## src/rtl/spatz_result_buffer_pkg.sv

```systemverilog
// rtl/spatz_result_buffer_pkg.sv - shared result-channel types and default sizes for the Spatz result buffer
package spatz_result_buffer_pkg;

  localparam int unsigned ResultBufDepth  = 4;
  localparam int unsigned ResultIdWidth   = 4;
  localparam int unsigned ResultDataWidth = 32;

  typedef struct packed {
    logic [ResultIdWidth-1:0]   id;
    logic [4:0]                 rd;
    logic [ResultDataWidth-1:0] data;
    logic                       we;
  } spatz_result_t;

endpackage

```

## src/rtl/spatz_result_buffer.sv

```systemverilog
// rtl/spatz_result_buffer.sv - in-order decoupling FIFO on the X-interface result channel
// with optional fall-through when empty.
module spatz_result_buffer
  import spatz_result_buffer_pkg::*;
#(
  parameter int unsigned Depth       = ResultBufDepth,
  parameter int unsigned DataWidth   = ResultDataWidth,
  parameter int unsigned IdWidth     = ResultIdWidth,
  parameter int unsigned FallThrough = 1,
  parameter int unsigned AlmostFull  = 1
) (
  input  logic                       clk_i,
  input  logic                       rst_i,
  input  logic                       flush_i,
  input  logic                       in_valid_i,
  output logic                       in_ready_o,
  input  logic [IdWidth-1:0]         in_id_i,
  input  logic [4:0]                 in_rd_i,
  input  logic [DataWidth-1:0]       in_data_i,
  input  logic                       in_we_i,
  output logic                       out_valid_o,
  input  logic                       out_ready_i,
  output logic [IdWidth-1:0]         out_id_o,
  output logic [4:0]                 out_rd_o,
  output logic [DataWidth-1:0]       out_data_o,
  output logic                       out_we_o,
  output logic [$clog2(Depth):0]     usage_o,
  output logic                       almost_full_o
);

  localparam int unsigned AW = $clog2(Depth);
  localparam int unsigned UW = AW + 1;
  localparam int unsigned PW = IdWidth + 5 + DataWidth + 1;

  logic [PW-1:0] r_mem [Depth];
  logic [AW-1:0] r_wr_ptr;
  logic [AW-1:0] r_rd_ptr;
  logic [UW-1:0] r_usage;

  logic          w_full;
  logic          w_empty;
  logic          w_push;
  logic          w_pop;
  logic          w_bypass;
  logic          w_write;
  logic          w_read;
  logic          w_out_valid;
  logic [PW-1:0] w_in_word;
  logic [PW-1:0] w_out_word;
  logic [UW-1:0] w_free;

  assign w_in_word = {in_id_i, in_rd_i, in_data_i, in_we_i};
  assign w_full    = (r_usage == UW'(Depth));
  assign w_empty   = (r_usage == '0);

  // Ready is forced high in reset so the reset state is well defined before the counters settle.
  assign in_ready_o = rst_i | ~w_full;
  assign w_push     = in_valid_i & in_ready_o;

  always_comb begin
    w_out_valid = 1'b0;
    w_out_word  = '0;
    if (!w_empty) begin
      w_out_valid = 1'b1;
      w_out_word  = r_mem[r_rd_ptr];
    end else if (FallThrough != 0 && in_valid_i) begin
      w_out_valid = 1'b1;
      w_out_word  = w_in_word;
    end
    if (rst_i) begin
      w_out_valid = 1'b0;
    end
  end

  assign out_valid_o = w_out_valid;
  assign {out_id_o, out_rd_o, out_data_o, out_we_o} = w_out_word;
  assign w_pop = w_out_valid & out_ready_i;

  // A pop while empty can only be the fall-through entry, which never touches storage.
  assign w_bypass = w_empty & w_pop;
  assign w_write  = w_push & ~w_bypass;
  assign w_read   = w_pop & ~w_bypass;

  always_ff @(posedge clk_i) begin
    if (w_write) begin
      r_mem[r_wr_ptr] <= w_in_word;
    end
  end

  always_ff @(posedge clk_i) begin
    if (rst_i || flush_i) begin
      r_wr_ptr <= '0;
      r_rd_ptr <= '0;
      r_usage  <= '0;
    end else begin
      if (w_write) r_wr_ptr <= r_wr_ptr + 1'b1;
      if (w_read)  r_rd_ptr <= r_rd_ptr + 1'b1;
      r_usage <= r_usage + UW'(w_write) - UW'(w_read);
    end
  end

  assign w_free        = UW'(Depth) - r_usage;
  assign almost_full_o = (w_free <= UW'(AlmostFull));
  assign usage_o       = r_usage;

  if ((Depth < 2) || ((Depth & (Depth - 1)) != 0)) begin : g_bad_depth
    $error("Depth must be a power of two and at least 2");
  end
  if (AlmostFull >= Depth) begin : g_bad_almost_full
    $error("AlmostFull must be below Depth");
  end

  a_no_push_full: assert property (@(posedge clk_i) disable iff (rst_i) !(w_push && w_full));
  a_usage_bound:  assert property (@(posedge clk_i) disable iff (rst_i) r_usage <= UW'(Depth));
  a_out_stable:   assert property (@(posedge clk_i) disable iff (rst_i)
                    (w_out_valid && !out_ready_i && !flush_i) |=> (w_out_valid && $stable(w_out_word)));

endmodule

```

## config.mk

```make
export PLATFORM = sky130hd
export DESIGN_NAME = spatz_result_buffer
export DESIGN_NICKNAME = d
export VERILOG_FILES = /design/src/rtl/spatz_result_buffer_pkg.sv /design/src/rtl/spatz_result_buffer.sv
export SDC_FILE = /design/constraint.sdc
export NUM_CORES = 1
export LEC_CHECK = 0
export BUFFER_PORTS_ARGS = -buffer_cell sky130_fd_sc_hd__buf_2
export CAP_MARGIN = 25
export CORE_MARGIN = 2
export CORE_UTILIZATION = 45
export DETAILED_ROUTE_END_ITERATION = 12
export SLEW_MARGIN = 20
export SYNTH_ARGS = -nofsm -noshare
export SYNTH_HDL_FRONTEND = slang
export SYNTH_SLANG_ARGS = --single-unit
```

## constraint.sdc

```tcl
create_clock -name clk_i -period 3.9 [get_ports clk_i]
set_clock_uncertainty 0.05 [all_clocks]
set_input_delay 0.195 -clock clk_i [delete_from_list [all_inputs] [get_ports clk_i]]
set_output_delay 0.195 -clock clk_i [all_outputs]
set_load 0.005 [all_outputs]
```

==> Word level (Yosys, flattened, before mapping) <==
Memory sizes are Yosys's and may differ from the RTL's. A register that Yosys moved wholly into a read port is not among the register bits.
Cells that the tools add are included.
{ "word_totals": {"reg_bits": 7, "mem_bits_rw": 168, "memories": 1} }
{ "mem_list": {"columns": ["memory", "depth", "word_bits", "rd", "rd_ports_with_merged_regs", "wr", "line_no", "source"], "rows": [
  ["r_mem", 4, 42, 1, 1, 1, "spatz_result_buffer.sv:35", "logic [PW-1:0] r_mem [Depth];"]
]} }
{ "op_classes": {"add_sub_neg": 5, "n_lt_le_gt_ge": 1, "eq_ne": 1, "muxes": 9, "bitwise": 8, "reduce_logical": 2} }
{ "op_table": {"columns": ["cell", "count"], "rows": [
  ["2-to-1 mux 42 bit", 2],
  ["AND 1 bit", 5],
  ["2-to-1 mux 1 bit", 5],
  ["adder 2 x 1 -> 2 bit (second input constant)", 2],
  ["2-to-1 mux 2 bit", 2],
  ["adder 3 x 1 -> 3 bit", 1],
  ["equality test 3 bit (second input constant)", 1],
  ["<= comparator 3 x 1 -> 1 bit (second input constant)", 1],
  ["logical NOT 3 bit", 1],
  ["subtractor 3 x 1 -> 3 bit", 1],
  ["subtractor 3 bit (first input constant)", 1],
  ["inverter 1 bit", 2],
  ["logical OR 1 bit", 1],
  ["OR 1 bit", 1]
]} }

==> Logic depth before layout (Yosys ltp) <==
Gate-level depths: netlist (run 1).
{ "logic_depth": {"depth_word": 9, "mapped_depth": 13} }

==> Worst setup path before layout (run 1) <==
No wires, ideal clock.
{ "synth_path": {"path_kind": "register to register", "from": "register r_usage[1], in the netlist usage_o[1]", "to": "memory r_mem[0][0] (netlist name), enable pin", "setup_time_ps": 404, "t_arrival_ps": 2345, "path_slack_ps": 1101, "stages_incl_launch_ff": 7, "path_buffers": 0, "synth_period_minus_slack_ps": 2799, "path_cell_list": "dfxtp_1 inv_1 ha_1 ha_1 a21oi_2 o21a_1 and2_1"} }
{ "synth_via": {"elab_chain_len": 9, "word_cells_on_any_way": 13} }
{ "synth_lines": {"columns": ["element", "line_no", "source"], "rows": [
  ["start, declared", "spatz_result_buffer.sv:38", "logic [UW-1:0] r_usage;"],
  ["start signal, assigned", "spatz_result_buffer.sv:98", "r_usage <= r_usage + UW'(w_write) - UW'(w_read);"],
  ["logical NOT 3 bit", "spatz_result_buffer.sv:54", "assign w_empty = (r_usage == '0);"],
  ["2-to-1 mux 1 bit", "spatz_result_buffer.sv:63", "if (!w_empty) begin"],
  ["2-to-1 mux 1 bit", "spatz_result_buffer.sv:70", "if (rst_i) begin"],
  ["AND 1 bit", "spatz_result_buffer.sv:77", "assign w_pop = w_out_valid & out_ready_i;"],
  ["AND 1 bit", "spatz_result_buffer.sv:80", "assign w_bypass = w_empty & w_pop;"],
  ["inverter 1 bit", "spatz_result_buffer.sv:81", "assign w_write = w_push & ~w_bypass;"],
  ["AND 1 bit (*)", "spatz_result_buffer.sv:81", null],
  ["2-to-1 mux 1 bit (*)", "spatz_result_buffer.sv:85", "if (w_write) begin"],
  ["2-to-1 mux 1 bit (not written as such) (*)", "spatz_result_buffer.sv:86", "r_mem[r_wr_ptr] <= w_in_word;"],
  ["end, declared", "spatz_result_buffer.sv:35", null]
]} }
Mark *: on every way between the ends. The rest lies on a longest branch, timed or not.

==> Worst setup path in the final report (run 1) <==
{ "layout_path": {"from": "register r_usage[1], in the netlist usage_o[1]", "to": "output out_data_o[29]"} }
{ "layout_via": {"elab_chain_len": 2} }
{ "layout_lines": {"columns": ["element", "line_no", "source"], "rows": [
  ["logical NOT 3 bit", "spatz_result_buffer.sv:54", null],
  ["2-to-1 mux 42 bit", "spatz_result_buffer.sv:63", null],
  ["end, declared", "spatz_result_buffer.sv:25", "output logic [DataWidth-1:0] out_data_o,"]
]} }
Every way passes these cells.

==> flow_metrics.tcl, run 1 <==
set metrics [dict create \
    multi_input_area_um2 2000 \
    cts_setup_buffers 0 \
    area_growth_pct 19.9 \
    syn_avg_cell_area_um2 17.9 \
    hold_violations 0 \
    start_kind "flop" \
    whs_endpoint "usage_o[2]" \
    rsz0062_at_grt "no" \
    register_area_um2 5230 \
    tightestPinTransition_ns 0.909 \
    hold_depth 2 \
    die_x_um 134 \
    start_util_pct 45.8 \
    ys_seq_area_share_pct 69.1 \
    ios 95 \
    port_buffers 94 \
    fp.dieH_um 134 \
    relSlewSlack_pct 39.3 \
    critPathMaxFanout 24 \
    first_iter_violations 324 \
    firstDrtPassIters 4 \
    critPathCaptureType "output pin" \
    routed_wl_mm 14.4 \
    grt_pass1_wl_mm 22.5 \
    grtUsageTotal_pct 16.8 \
    final_cell_mix "edfxtp_1 (168), buf_2 (94), mux2i_1 (85), nand2_1 (43), dlygate4sd3_1 (43)" \
    synth_area_um2 7560 \
    synthesis.nets 481 \
    tns_ns 0 \
    synth_seq_cells 177 \
    n_antenna_cell 0 \
    top_usage_layer "met2" \
    fin_nets 621 \
    hold_class "primary input to flop" \
    ant_nets 0 \
    finalCoreUtilization_pct 54.9 \
    ys_types 28 \
    dieArea_um2 17900 \
    insertion_delay_ns 0.42 \
    nFillCells 1346 \
    drive_gt1_share_pct 31.6 \
    power_density_nw_per_um2 447 \
    hold_buffers 43 \
    ys_warn_count 0 \
    r2r_start "usage_o[1]" \
    setup_viol 0 \
    power_leakage_nw 3.03 \
    tritoncts "built" \
    avgViaCountPerCell 5.11 \
    grtUsageMet1_pct 21.9 \
    crit_arrival_ns 2.82 \
    yosys-top-cells-area "edfxtp_1 (67%), mux2i_1 (11%), o221ai_2 (8.1%)" \
    clock.fmax_mhz 326 \
    clockBufferDepth 2 \
    fp.coreArea_um2 16500 \
    antenna_found_initial 0 \
    path_clk_slew_ns 0.06 \
    grt_max_degree 53 \
    gr-usage-met3_pct 4.98 \
    wl_per_cell_um 18.1 \
    synth_top_cell_area_share_pct 66.7 \
    drc 0 \
    r2r_cells 13 \
    place_hpwl_mm 8.38 \
    status "finished clean" \
    cts_num_sinks 177 \
    period_needed_ns 3.07 \
    crit_required_ns 3.65 \
    cts_resized 0 \
    hp-start "rst_i" \
    gp_congestion 0.754 \
    syn_inst 423 \
    ir_worst_vdd_v 0.000312 \
    final_common_cell "edfxtp_1" \
    r2r_slack_ns 1.01 \
    criticalPathCategory "flop to output pin" \
    fin_cells 796 \
    met2_usage_pct 27.6 \
    max-cap-violations 0 \
    rows 47 \
    r2r_end "usage_o[2]" \
    htree_levels 4 \
    cp-startpoint "usage_o[1]" \
    vias 4068 \
    grt_pass1_vias 4102 \
    post-route-period-util_pct 78.7 \
    numCtsBuffers 17 \
    finalMaxSlewViolations 0 \
    grt-ovfl-total 0 \
    yosys.area.top_type "edfxtp_1" \
    cts-root-buf "clkbuf_16" \
    place_inst 720 \
]
## stage by stage
stage | total power [mW] | hold slack (ns) | cell area [µm²] | setup WS (ns)
after global routing | 4.20 | 0.0452 | 9070 | 0.638
after CTS | 4.08 | 0.0300 | 9050 | 0.803
after detailed placement | 2.53 | 0.378 | 8090 | 1.03
after global placement | 2.52 | 0.373 | 8090 | 1.12
after floorplan | 2.38 | 0.222 | 7560 | 1.10
final | 4.05 | 0.0492 | 9070 | 0.830
## cells in the mapped netlist
library cell  number
a21oi_1            2
a21oi_2            1
and2_1             7
and3_1             1
and4bb_1           1
buf_12             6
buf_4              2
buf_6             11
buf_8              1
clkbuf_4           6
dfxtp_1            9
edfxtp_1         168
fa_1               1
ha_1              10
inv_1              8
inv_2              1
mux2i_1           85
nand2_1           43
nand2b_1           2
nand3_1            1
nor2_1             2
nor3_1             4
nor3b_2            1
o21a_1             3
o221ai_1           1
o221ai_2          41
or2_1              1
xnor2_1            4
## cell families after synthesis
| family | Yosys count | synth area share (%) |
|---|---|---|
| adders and majority gates | 11 | 1.92 |
| muxes | 85 | 11.3 |
| AOI/OAI and AO/OA | 48 | 8.80 |
| xor gates and xnor gates | 4 | 0.463 |
| and+or+nand+nor | 63 | 3.81 |
| DFF | 177 | 69.1 |
| buffers and inverters | 35 | 4.67 |
## critical path, cell delays in order (launching register included)
cell and delay [ns]:
dfxtp_1 0.34, inv_1 0.12, ha_1 0.18, ha_1 0.32, or2_2 0.75, buf_4 0.38
o221ai_2 0.14, buf_2 0.17
## state kept, by name (all words and copies together), names as in the netlist, named ones only
signal,cells
r_mem,168
usage_o,3
r_wr_ptr,2
r_rd_ptr,2
## cell type report
cell class	count	area share (%)
sequential	177	57.7
multi-input combinational	211	22.0
timing repair buffer	147	11.0
clock buffer	20	4.82
tap	220	3.04
clock inverter	12	1.03
inverter	9	0.373
## worst max-delay path by stage
stage / endpoint / cells past startpoint / slack [ns]
after global routing: out_data_o[29] / 7 / 0.64
after floorplan: r_mem[0][0] / 6 / 1.10
after CTS: out_data_o[29] / 7 / 0.80
after detailed placement: usage_o[2] / 13 / 1.03
after global placement: usage_o[2] / 13 / 1.12
final: out_data_o[29] / 7 / 0.83
## routing by layer
metal | routed length [µm] | part of all wire, %
met1 | 6600 | 46
met2 | 7000 | 49
met3 | 685 | 4.7
met4 | 136 | 0.94
met5 | 0 | 0
## power by group
part / switching (mW) / internal [mW]
registers: 0.0122 / 2.13
clock network: 0.662 / 0.866
logic: 0.208 / 0.166
No activity file was read; power rests on OpenSTA's default activity.
==> run 2: changes to the inputs <==
- clock period: 3.9 -> 3 ns (I/O delays scaled with it)
==> run 2 against run 1 <==
Compared with the run above: power increased by 28%; critical path depth rose by 6; final area rose by 0.86%; worst hold slack improved by 0.047 ns; final cell count is 0.75% higher; sequential share of layout area is 0.46 points lower; global-route usage increased by 0.18 points; combinational power up 33%; via count grew 1.2%; die area unchanged; critical path type is now flop to flop; largest cell class unchanged; highest routed layer unchanged.
==> flow_metrics.tcl, run 2 (synthesis gave the netlist of run 1 again) <==
set metrics [dict create \
    status "finished clean" \
    period_needed_ns 2.73 \
    r2r_end "usage_o[2]" \
    cp.depth 13 \
    first_iter_violations 208 \
    power_density_nw_per_um2 567 \
    die_x_um 134 \
    start_util_pct 45.8 \
    setup_viol 0 \
    relSlewSlack_pct 59.4 \
    crit_arrival_ns 2.99 \
    final_cell_mix "edfxtp_1 (168), buf_2 (94), mux2i_1 (85), dlygate4sd3_1 (44), nand2_1 (43)" \
    gp_congestion 0.715 \
    power_leakage_nw 3.08 \
    port_buffers 94 \
    critPathCaptureType "flop" \
    r2r_start "usage_o[1]" \
    dieArea_um2 17900 \
    insertion_delay_ns 0.42 \
    vias 4116 \
    endpoint "usage_o[2]" \
    criticalPathCategory "flop to flop" \
    path_clk_slew_ns 0.06 \
    ios 95 \
    ant_nets 0 \
    slowest_delay_ns 0.39 \
    rsz0062_at_grt "no" \
    crit_required_ns 3.26 \
    hold_violations 0 \
    regMostFlops "r_mem" \
    max-cap-violations 0 \
    met2_usage_pct 27.6 \
    clockBufferDepth 2 \
    finalMaxSlewViolations 0 \
    place_hpwl_mm 8.61 \
    power_mw 5.18 \
    drive_gt1_share_pct 32.5 \
    drc 0 \
    gr-usage-met3_pct 3.92 \
    firstDrtPassIters 4 \
    crit_chain "inv_1 > ha_1 > ha_2 > a21oi_2 > o21a_2 > inv_2 > ha_1 > inv_1 > ha_1 > fa_1 > xnor2_1 > xnor2_1 > nor3_1" \
    cts_setup_buffers 0 \
    wl_per_cell_um 18.2 \
    numCtsBuffers 17 \
    ir_worst_vdd_v 0.000424 \
    tns_ns 0 \
    cts-root-buf "clkbuf_16" \
    fp.dieH_um 134 \
    cp-startpoint "usage_o[1]" \
    cts_num_sinks 177 \
    grt_max_degree 39 \
    critPathMaxFanout 8 \
    final.setup.worst_slack_ns 0.270 \
    start_kind "flop" \
    largest_reg_flops 168 \
    htree_levels 4 \
    n_antenna_cell 0 \
    grt_pass1_vias 4218 \
    avgViaCountPerCell 5.13 \
    post-route-period-util_pct 91.0 \
    hold_class "primary input to flop" \
    fin_nets 627 \
    pre_cts_slack_ns 0.0770 \
    slowest_stage "fa_1" \
    grtUsageMet1_pct 22.8 \
    r2r_slack_ns 0.27 \
    tritoncts "built" \
    grt_pass1_wl_mm 23.0 \
    area_growth_pct 20.9 \
    hp-start "in_valid_i" \
    final_common_cell "edfxtp_1" \
    routed_wl_mm 14.6 \
    antenna_found_initial 0 \
    r2r_cells 13 \
    critPathTopFamily "adder cells" \
    cp_common_cell "ha_1" \
    grt-ovfl-total 0 \
    crit_buf_inv 3 \
    top_usage_layer "met2" \
    rows 47 \
    grtUsageTotal_pct 17.0 \
    clock.fmax_mhz 366 \
    tightestPinTransition_ns 0.609 \
    fp.coreArea_um2 16500 \
]
run 2: changes by cell type in the layout (fill, tap and decap cells not counted), moves of 2 or more:
cell	before	now
buf_12	2	6
dfxtp_2	0	2
dfxtp_1	8	6
clkinv_1	3	6
clkinv_4	0	2
clkinvlp_4	5	1
run 2: worst min-delay path by stage:
stage                               to  slack, ns  cells after the start
after global placement    r_mem[2][27]       0.33                      1
final                      r_wr_ptr[1]        0.1                      3
after detailed placement  r_mem[1][10]       0.33                      1
after floorplan             usage_o[2]       0.18                      1
after global routing       r_wr_ptr[1]       0.11                      3
after CTS                  r_wr_ptr[1]       0.07                      3
run 2: timing repair:
| action | CTS | global route |
|---|---|---|
| setup endpoints to repair | 0 | 1 |
| hold buffers | 44 | 0 |
| gates resized for setup | 0 | 4 |
| endpoints found under the hold margin | 173 | 0 |
run 2: through the flow:
step	utilization, %	hold WS (ns)	instances	instance area, µm²
final	55.3	0.0957	802	9150
after global routing	55.3	0.113	802	9150
after CTS	55.3	0.0742	802	9140
after detailed placement	49.6	0.332	726	8190
after global placement	49.6	0.326	726	8190
after floorplan	-	0.177	423	7560
run 2: layout make-up:
type                    instances  area (µm²)
fillers                      1316        7380
clock inverters                13        71.3
repair buffers                153        1100
well taps                     220         275
flip-flops and latches        177        5230
inverters                       9        33.8
clock buffers                  19         433
multi-input cells             211        2000
run 2: power by group:
part | switching, mW | internal, mW | leakage, nW | total (mW)
logic | 0.273 | 0.227 | 1.23 | 0.500
registers | 0.0160 | 2.77 | 1.61 | 2.79
clock network | 0.853 | 1.04 | 0.246 | 1.89
run 2: metal layers:
| metal | wire length [µm] | vias up |
|---|---|---|
| met3 | 549 | 19 |
| met1 | 6720 | 2042 |
| met4 | 223 | 0 |
| met2 | 7060 | 90 |
| met5 | 0 | - |
| li1 | - | 1965 |
run 2: worst min-delay path: stages:
cell     delay [ns]
buf_2          0.14
a21oi_1        0.13
o21a_1         0.11
==> run 3: changes to the inputs <==
- HOLD_SLACK_MARGIN: unset -> 0.1
==> run 3 against run 2 <==
Compared with the run above: die area unchanged; routed wire length increased by 0.23%; register-to-register slack about the same; combinational power about the same; power increased by 0.12%.
==> flow_metrics.tcl, run 3 (synthesis gave the netlist of run 1 again) <==
set metrics [dict create \
    tightestPinTransition_ns 0.612 \
    antenna_found_initial 0 \
    cts_num_sinks 177 \
    rows 47 \
    max-cap-violations 0 \
    first_iter_violations 210 \
    period_needed_ns 2.73 \
    grt_max_degree 39 \
    gp_congestion 0.715 \
    placed_area_um2 8190 \
    rsz0062_at_grt "no" \
    crit_required_ns 3.26 \
    wl_per_cell_um 18.2 \
    finalMaxSlewViolations 0 \
    regMostFlops "r_mem" \
    tns_ns 0 \
    fp.dieH_um 134 \
    drc 0 \
    place_hpwl_mm 8.61 \
    hold_class "primary input to flop" \
    avgViaCountPerCell 5.13 \
    tritoncts "built" \
    die_x_um 134 \
    clockBufferDepth 2 \
    criticalPathCategory "flop to flop" \
    relSlewSlack_pct 59.2 \
    fin_nets 628 \
    n_antenna_cell 0 \
    numCtsBuffers 17 \
    grtUsageTotal_pct 17.0 \
    ir_worst_vdd_v 0.000424 \
    grt_pass1_vias 4218 \
    htree_levels 4 \
    hold_violations 0 \
    drive_gt1_share_pct 32.4 \
    grt_pass1_wl_mm 23.0 \
    power_leakage_nw 3.09 \
    clock.fmax_mhz 366 \
    fin_hold_ws_ns 0.162 \
    port_buffers 94 \
    cts-root-buf "clkbuf_16" \
    place_inst 726 \
    status "finished clean" \
    ios 95 \
    area_growth_pct 21.1 \
    largest_reg_flops 168 \
    ant_nets 0 \
    cts_setup_buffers 0 \
    final_cell_area_um2 9160 \
    routed_wl_mm 14.6 \
    start_util_pct 45.8 \
    post-route-period-util_pct 91.0 \
    path_clk_slew_ns 0.07 \
    critPathCaptureType "flop" \
    dieArea_um2 17900 \
    power_density_nw_per_um2 567 \
    vias 4119 \
    start_kind "flop" \
    insertion_delay_ns 0.42 \
    grt-ovfl-total 0 \
    fp.coreArea_um2 16500 \
    fin_cells 803 \
    final_common_cell "edfxtp_1" \
    crit_arrival_ns 2.99 \
    setup_viol 0 \
    final_cell_mix "edfxtp_1 (168), buf_2 (94), mux2i_1 (85), dlygate4sd3_1 (45), nand2_1 (43)" \
    firstDrtPassIters 4 \
    critPathMaxFanout 8 \
]
-- run 3: routing by layer --
metal / wire length [µm] / global-route usage [%] / part of all wire, %
met2: 7030 / 27.6 / 48
met4: 243 / 5.97 / 1.7
met1: 6810 / 22.8 / 47
met5: 0 / 0 / 0
met3: 503 / 3.92 / 3.4
-- run 3: per-stage QoR --
step | utilization [%] | total power, mW | setup WS [ns]
after floorplan | - | 3.10 | 0.201
after global placement | 49.6 | 3.29 | 0.207
after detailed placement | 49.6 | 3.30 | 0.0770
after CTS | 55.4 | 5.24 | 0.0653
after global routing | 55.4 | 5.38 | 0.0570
final | 55.4 | 5.19 | 0.270
-- run 3: worst max-delay path, stage by stage, from the launching register on --
cell and delay [ns]:
dfxtp_2 0.36, inv_1 0.08, ha_1 0.21, ha_2 0.23
a21oi_2 0.18, o21a_2 0.20, inv_2 0.04, ha_1 0.26
inv_1 0.04, ha_1 0.18, fa_1 0.39, xnor2_1 0.19
xnor2_1 0.13, nor3_1 0.05
-- run 3: what timing repair did --
| action | in CTS | in global routing |
|---|---|---|
| endpoints found under the setup margin | 0 | 1 |
| hold buffers | 45 | 0 |
| resized for setup | 0 | 4 |
| endpoints found under the hold margin | 175 | 0 |
-- run 3: cell type report --
| cell class | instances | area, µm² |
|---|---|---|
| clock inverter | 13 | 71.3 |
| sequential | 177 | 5230 |
| tap | 220 | 275 |
| fill | 1316 | 7370 |
| multi-input combinational | 211 | 2000 |
| inverter | 9 | 33.8 |
| clock buffer | 19 | 433 |
| timing repair buffer | 154 | 1110 |
-- run 3: where the power goes --
part	internal [mW]	total, mW	leakage, nW	switching (mW)
sequential	2.77	2.79	1.61	0.0161
clock	1.04	1.90	0.246	0.857
combinational	0.228	0.502	1.23	0.274
total	4.04	5.19	3.09	1.15
-- run 3: worst paths after layout --
path / startpoint / endpoint / depth (start not counted) / slack [ns]
worst max-delay path: usage_o[1] / usage_o[2] / 13 / 0.27
worst min register to register: r_wr_ptr[0] / r_wr_ptr[0] / 2 / 0.46
worst min-delay path: out_ready_i / r_wr_ptr[1] / 4 / 0.16
worst max register to register: usage_o[1] / usage_o[2] / 13 / 0.27
